[src/rtl/spi_flash_pkg.sv]
// Shared definitions for the serial-flash command sequencer: FSM states,
// header length and flash opcodes.
package spi_flash_pkg;

    typedef enum logic [2:0] {
        ST_IDLE,
        ST_SETUP,
        ST_ISSUE,
        ST_WAIT,
        ST_HOLD
    } state_t;

    // Opcode + three address bytes precede the data phase.
    localparam logic [2:0] HDR_BYTES = 3'd4;

    localparam logic [7:0] FLASH_OP_READ = 8'h03;
    localparam logic [7:0] FLASH_OP_RDID = 8'h9F;

    function automatic logic [7:0] hdr_byte(input logic [2:0]  idx,
                                            input logic [7:0]  opcode,
                                            input logic [23:0] addr);
        logic [7:0] b;
        case (idx)
            3'd0:    b = opcode;
            3'd1:    b = addr[23:16];
            3'd2:    b = addr[15:8];
            default: b = addr[7:0];
        endcase
        return b;
    endfunction

endpackage

[src/rtl/spi_byte_buffer.sv]
// One-entry valid/ready holding register; a write in the same cycle as a drain keeps it full.
// Zero-latency read side: data written on an edge is presented the next cycle until taken.
module spi_byte_buffer (
    input  logic       clk,
    input  logic       reset,
    input  logic       wr_vld,
    input  logic [7:0] wr_dat,
    input  logic       out_rdy,
    output logic       out_vld,
    output logic [7:0] out_dat,
    output logic       empty,
    output logic       drain
);

    logic       vld_q, vld_d;
    logic [7:0] dat_q, dat_d;

    always_comb begin
        drain = vld_q && out_rdy;
        vld_d = vld_q;
        dat_d = dat_q;
        if (drain) begin
            vld_d = 1'b0;
        end
        // A fresh byte overrides the drain so it is never lost.
        if (wr_vld) begin
            vld_d = 1'b1;
            dat_d = wr_dat;
        end
    end

    always_ff @(posedge clk) begin
        if (reset) begin
            vld_q <= 1'b0;
            dat_q <= 8'h00;
        end else begin
            vld_q <= vld_d;
            dat_q <= dat_d;
        end
    end

    assign out_vld = vld_q;
    assign out_dat = dat_q;
    assign empty   = !vld_q;

endmodule

[src/rtl/spi_flash_reader.sv]
// Runs one serial-flash READ (cs_n, opcode, 24-bit address, N data bytes) per accepted command.
// A full output buffer holds off the next data byte, stalling the SPI clock rather than dropping data.
module spi_flash_reader
    import spi_flash_pkg::*;
#(
    parameter logic [7:0]  OPCODE   = FLASH_OP_READ,
    parameter int unsigned LEN_W    = 16,
    parameter int unsigned CS_DELAY = 4
) (
    input  logic             clk,
    input  logic             reset,
    input  logic             cmd_valid,
    output logic             cmd_ready,
    input  logic [23:0]      cmd_addr,
    input  logic [LEN_W-1:0] cmd_len,
    output logic             out_valid,
    output logic [7:0]       out_data,
    input  logic             out_ready,
    output logic             done,
    output logic             busy,
    output logic             spi_cs_n,
    output logic [7:0]       tx_byte,
    output logic             tx_dv,
    input  logic             tx_ready,
    input  logic             rx_dv,
    input  logic [7:0]       rx_byte
);

    localparam int unsigned      CNT_W    = $clog2(CS_DELAY + 1);
    localparam logic [CNT_W-1:0] CNT_LOAD = CNT_W'(CS_DELAY);
    localparam logic [CNT_W-1:0] CNT_ONE  = CNT_W'(1);
    localparam logic [LEN_W-1:0] LEN_ONE  = LEN_W'(1);

    state_t           state_q, state_d;
    logic [CNT_W-1:0] cnt_q, cnt_d;
    logic [23:0]      addr_q, addr_d;
    logic [LEN_W-1:0] len_q, len_d;
    logic [2:0]       hdr_q, hdr_d;
    logic             cs_n_q, cs_n_d;

    logic             in_hdr;
    logic             buf_wr;
    logic             buf_empty;
    logic             buf_drain;

    assign in_hdr = (hdr_q < HDR_BYTES);

    always_comb begin
        state_d = state_q;
        cnt_d   = cnt_q;
        addr_d  = addr_q;
        len_d   = len_q;
        hdr_d   = hdr_q;
        cs_n_d  = cs_n_q;
        tx_dv   = 1'b0;
        tx_byte = 8'h00;
        buf_wr  = 1'b0;
        done    = 1'b0;

        case (state_q)
            ST_IDLE: begin
                if (cmd_valid) begin
                    state_d = ST_SETUP;
                    cnt_d   = CNT_LOAD;
                    addr_d  = cmd_addr;
                    len_d   = cmd_len;
                    hdr_d   = 3'd0;
                    cs_n_d  = 1'b0;
                end
            end
            ST_SETUP: begin
                cnt_d = cnt_q - CNT_ONE;
                if (cnt_q == CNT_ONE) begin
                    state_d = ST_ISSUE;
                end
            end
            ST_ISSUE: begin
                tx_byte = in_hdr ? hdr_byte(hdr_q, OPCODE, addr_q) : 8'h00;
                // Data bytes only go out when the buffer will be free for their rx_dv.
                if (tx_ready && (in_hdr || buf_empty || buf_drain)) begin
                    tx_dv   = 1'b1;
                    state_d = ST_WAIT;
                end
            end
            ST_WAIT: begin
                if (rx_dv) begin
                    state_d = ST_ISSUE;
                    if (in_hdr) begin
                        hdr_d = hdr_q + 3'd1;
                        if ((hdr_q == HDR_BYTES - 3'd1) && (len_q == '0)) begin
                            state_d = ST_HOLD;
                        end
                    end else begin
                        buf_wr = 1'b1;
                        len_d  = len_q - LEN_ONE;
                        if (len_q == LEN_ONE) begin
                            state_d = ST_HOLD;
                        end
                    end
                    if (state_d == ST_HOLD) begin
                        cnt_d = CNT_LOAD;
                    end
                end
            end
            ST_HOLD: begin
                if (cnt_q == '0) begin
                    done    = 1'b1;
                    state_d = ST_IDLE;
                end else begin
                    cnt_d = cnt_q - CNT_ONE;
                    if (cnt_q == CNT_ONE) begin
                        cs_n_d = 1'b1;
                    end
                end
            end
            default: begin
                state_d = ST_IDLE;
                cs_n_d  = 1'b1;
            end
        endcase
    end

    always_ff @(posedge clk) begin
        if (reset) begin
            state_q <= ST_IDLE;
            cnt_q   <= '0;
            addr_q  <= '0;
            len_q   <= '0;
            hdr_q   <= 3'd0;
            cs_n_q  <= 1'b1;
        end else begin
            state_q <= state_d;
            cnt_q   <= cnt_d;
            addr_q  <= addr_d;
            len_q   <= len_d;
            hdr_q   <= hdr_d;
            cs_n_q  <= cs_n_d;
        end
    end

    spi_byte_buffer u_buf (
        .clk     (clk),
        .reset   (reset),
        .wr_vld  (buf_wr),
        .wr_dat  (rx_byte),
        .out_rdy (out_ready),
        .out_vld (out_valid),
        .out_dat (out_data),
        .empty   (buf_empty),
        .drain   (buf_drain)
    );

    assign cmd_ready = (state_q == ST_IDLE);
    assign busy      = (state_q != ST_IDLE);
    assign spi_cs_n  = cs_n_q;

endmodule

[config.mk]
export PLATFORM = sky130hd
export DESIGN_NAME = spi_flash_reader
export DESIGN_NICKNAME = d
export VERILOG_FILES = /design/src/rtl/spi_flash_pkg.sv /design/src/rtl/spi_byte_buffer.sv /design/src/rtl/spi_flash_reader.sv
export SDC_FILE = /design/constraint.sdc
export NUM_CORES = 1
export LEC_CHECK = 0
export BUFFER_PORTS_ARGS = -buffer_cell sky130_fd_sc_hd__buf_2
export CAP_MARGIN = 20
export CORE_MARGIN = 3
export CORE_UTILIZATION = 38
export CTS_BUF_LIST = sky130_fd_sc_hd__clkbuf_16
export CTS_CLUSTER_DIAMETER = 100
export DETAILED_ROUTE_END_ITERATION = 10
export GPL_TIMING_DRIVEN = 0
export PLACE_DENSITY_LB_ADDON = 0.2
export SETUP_SLACK_MARGIN = 0.05
export SYNTH_ARGS = -nofsm -noshare
export SYNTH_HDL_FRONTEND = slang
export SYNTH_HIERARCHICAL = 1
export SYNTH_SLANG_ARGS = --single-unit
[constraint.sdc]
create_clock -name clk -period 2.3 [get_ports clk]
set_input_delay 0.23 -clock clk [delete_from_list [all_inputs] [get_ports clk]]
set_output_delay 0.23 -clock clk [all_outputs]
set_load 0.005 [all_outputs]
==> summary.md <==
| Metric | Value |
|---|---|
| Setup violators final | `0` |
| Placed Area | `3710 µm²` |
| RR Endpoint | `len_q[12]$_SDFFE_PP0P_` |
| WL per Instance | `15.4 µm` |
| Root Buffer | `clkbuf_16` |
| Slew headroom | `49.9%` |
| Buffers on Ports | `74` |
| Outcome | `completed` |
| Rows | `32` |
| Register area share after synthesis | `36.8%` |
| Leakage | `1.64 nW` |
| Max incr delay on CP | `0.41 ns` |
| Synth Instances | `408` |
| Synth area leader | `dfxtp_1` |
| Final setup margin | `0.177 ns` |
| CTS tree | `done` |
| WHS Path Cells | `3` |
| Drt drc | `0` |
| Fin Setup TNS | `0 ns` |
| Final core occ | `50.8%` |
| Final slew viol count | `0` |
| CP required | `2.07 ns` |
| DR vias/cell | `5.51` |
| Crit. path cell count | `7` |
| Worst reg2reg path depth | `5` |
| Seq cells post-synth | `59` |
| Antenna Nets Post-Route | `0` |
| Total number of H-tree levels | `3` |
| Post-Syn Area | `3210 µm²` |
| Worst path top cell family by delay | `buffers and inverters` |
| Antenna Diode Count | `0` |
| Longest Clk Path Bufs | `2` |
| Vias in the first global route | `3154` |
| Hold Path End | `addr_q[20]$_SDFFE_PP0P_` |
| Vias | `3297` |
| Power Total | `3.05 mW` |
| Synth Flop Type | `dfxtp_1` |
| Placed cell count | `584` |
| Total GRT Usage | `19.3%` |
| RSZ-0062 raised after global routing | `yes` |
| Die area | `9600 µm²` |
| Die W | `98.0 µm` |
| Fraction of registers with async set or reset after synthesis | `0%` |
| PwrDens | `754 nW/µm²` |
| Worst VDD drop | `0.379 mV` |
| Fin area | `4050 µm²` |
| Avg Inst Size Synth | `7.88 µm²` |
| CP Max Fanout | `5` |
| TritonCTS Buffers | `9` |
| # Max-Cap Violations | `0` |
| Period utilization | `92.3%` |
| Post-Syn Nets | `473` |
| Hold buffers post-CTS | `0` |
| CP max stage cell | `dfxtp_1` |
| Place WS | `-0.198 ns` |
| Crit Path Category | `reg -> out` |
| Synth top area share | `36.8%` |
| Clk_lat worst skew | `0.32 ns` |
| Largest net degree at the start of global routing | `11` |
| Layout Cells excl Fill | `598` |
| DRT Pass-1 Iters | `7` |
| Final net count | `557` |
| Gpl congestion | `0.837` |
| Startpoint Class | `flip-flop` |
| Area of the core | `7970 µm²` |
| Tmin final | `2.12 ns` |
| Hold Vio Cnt, Final | `0` |
| Cells along the critical path | `inv_1 -> ha_1 -> o31ai_4 -> buf_4 -> a222oi_1 -> nor2_1 -> buf_2` |
| Initial antenna violation count | `0` |
| FMAX | `471 MHz` |
| Slew @ Worst Pin | `0.752 ns` |
| R2r setup slk | `0.21 ns` |
| Worst Hold Slack | `0.143 ns` |
| Grt ovf | `0` |
| Layout cells sized above 1 | `23.2%` |
| Top-Level Pins | `76` |
| CTS clk-pin slew, worst paths | `0.05 ns` |
| Critical path capture point type | `output pin` |
| Hpwl dp | `6620 µm` |
| Arrival time worst endpoint | `1.89 ns` |
| Initial Util | `40.3%` |
| Reg2Reg Launch Point | `state_q[0]$_SDFFE_PP0P_` |
| Synth Warn # | `6` |
| Layout area overhead | `25.9%` |
| Min-delay worst type | `in -> reg` |
| Fillcell total | `797` |
| Clock skew | `0.00484 ns` |
| Number of synthesized flops with an enable pin | `0` |
| First-pass GRT wire length | `15100 µm` |
| Final wirelength | `9230 µm` |
| Area contributors post-synth | `dfxtp_1, nand2_1, a21oi_1, ha_1, nor2_1` |
| 1st-iter DRT viols | `311` |
| Chip height | `98.0 µm` |
| Clock sink count | `59` |
| Number of distinct library cells after synthesis | `60` |
| Worst path bufs/invs | `3` |
| Hold path start | `cmd_addr[20]` |
-- state kept, by name (all words and copies together) (netlist names) --
signal / flops
addr_q: 24
cnt_q: 3
hdr_q: 3
len_q: 16
spi_cs_n: 1
state_q: 3
u_buf/out_dat: 8
u_buf/out_vld: 1
-- Yosys cell counts, types with 5 or more instances --
library cell and instances:
nand2_1 73, dfxtp_1 59, a21oi_1 48, nor2_1 31, inv_1 22, clkbuf_1 15, o21ai_0 14, ha_1 11
nand3_1 11, nor3_1 10, mux2i_1 9, nand4_1 7, a222oi_1 6, nor4_1 6, o32ai_1 6, a21o_1 5
nand2b_1 5
-- cells in the final DEF (no fill, tap or decap), drive strengths merged, types with 6 or more instances in the layout --
cell and instances:
a21oi 48, nor3 11, o21ai 14, nand2 73, buf 86, clkbuf 22
nand4 7, o32ai 6, nand3 11, inv 22, a222oi 6, nor4 8
nor2 31, dfxtp 59, ha 11, mux2i 9
-- what timing repair did --
action                     in CTS  in global routing
buffers inserted                2                  0
resized for setup               3                  4
pin swaps                       1                  0
setup endpoints to repair       8                 14
-- worst max path at each step --
stage,startpoint,to,slack [ns]
global placement,hdr_q[0]$_SDFFE_PP0P_,tx_byte[0],-0.18
floorplan,hdr_q[0]$_SDFFE_PP0P_,tx_byte[0],0.40
global route,hdr_q[0]$_SDFFE_PP0P_,tx_byte[6],0.04
detailed placement,hdr_q[0]$_SDFFE_PP0P_,tx_byte[1],-0.20
finish,hdr_q[0]$_SDFFE_PP0P_,tx_byte[6],0.18
CTS,state_q[1]$_SDFFE_PP0P_,tx_byte[1],0.12
-- cell families after synthesis --
| family | after synthesis | synth area share (%) |
|---|---|---|
| and+or+nand+nor | 165 | 25.0 |
| AOI/OAI and AO/OA | 113 | 23.2 |
| DFF | 59 | 36.8 |
| buffers and inverters | 49 | 7.32 |
| adders and majority gates | 11 | 4.28 |
| muxes | 10 | 3.15 |
| xor gates and xnor gates | 1 | 0.273 |
-- per-layer routing --
metal  global-route usage [%]  wire length, µm  vias to the layer above  part of all wire (%)
li1                         -                -                     1630                     -
met1                     26.7             4300                     1535                    47
met2                     29.2             4150                      116                    45
met3                     4.43              606                       16                   6.6
met4                     7.45              175                        0                   1.9
met5                        0                0                        -                     0
-- power by group --
group | switching [mW] | leakage, nW | internal (mW)
Combinational | 0.301 | 1.00 | 0.199
Clock | 0.470 | 0.149 | 0.933
Sequential | 0.0563 | 0.483 | 1.09
Total | 0.828 | 1.64 | 2.22
-- area by class of cell --
cell class / count / area, µm² / area share (%)
Multi-Input combinational cell: 300 / 1820 / 45.0
Sequential cell: 59 / 1180 / 29.2
Timing Repair Buffer: 76 / 385 / 9.52
Clock buffer: 9 / 225 / 5.57
Buffer: 24 / 143 / 3.53
Tap cell: 102 / 128 / 3.15
Inverter: 22 / 82.6 / 2.04
Clock inverter: 6 / 81.3 / 2.01
-- worst reg2reg max path, stage by stage (launching register included) --
cell	delay [ns]
dfxtp_1	0.30
buf_6	0.13
or3b_4	0.42
a21oi_1	0.61
nand2_1	0.33
o32ai_1	0.20
Note: power is estimated with default switching activity, not from simulation.
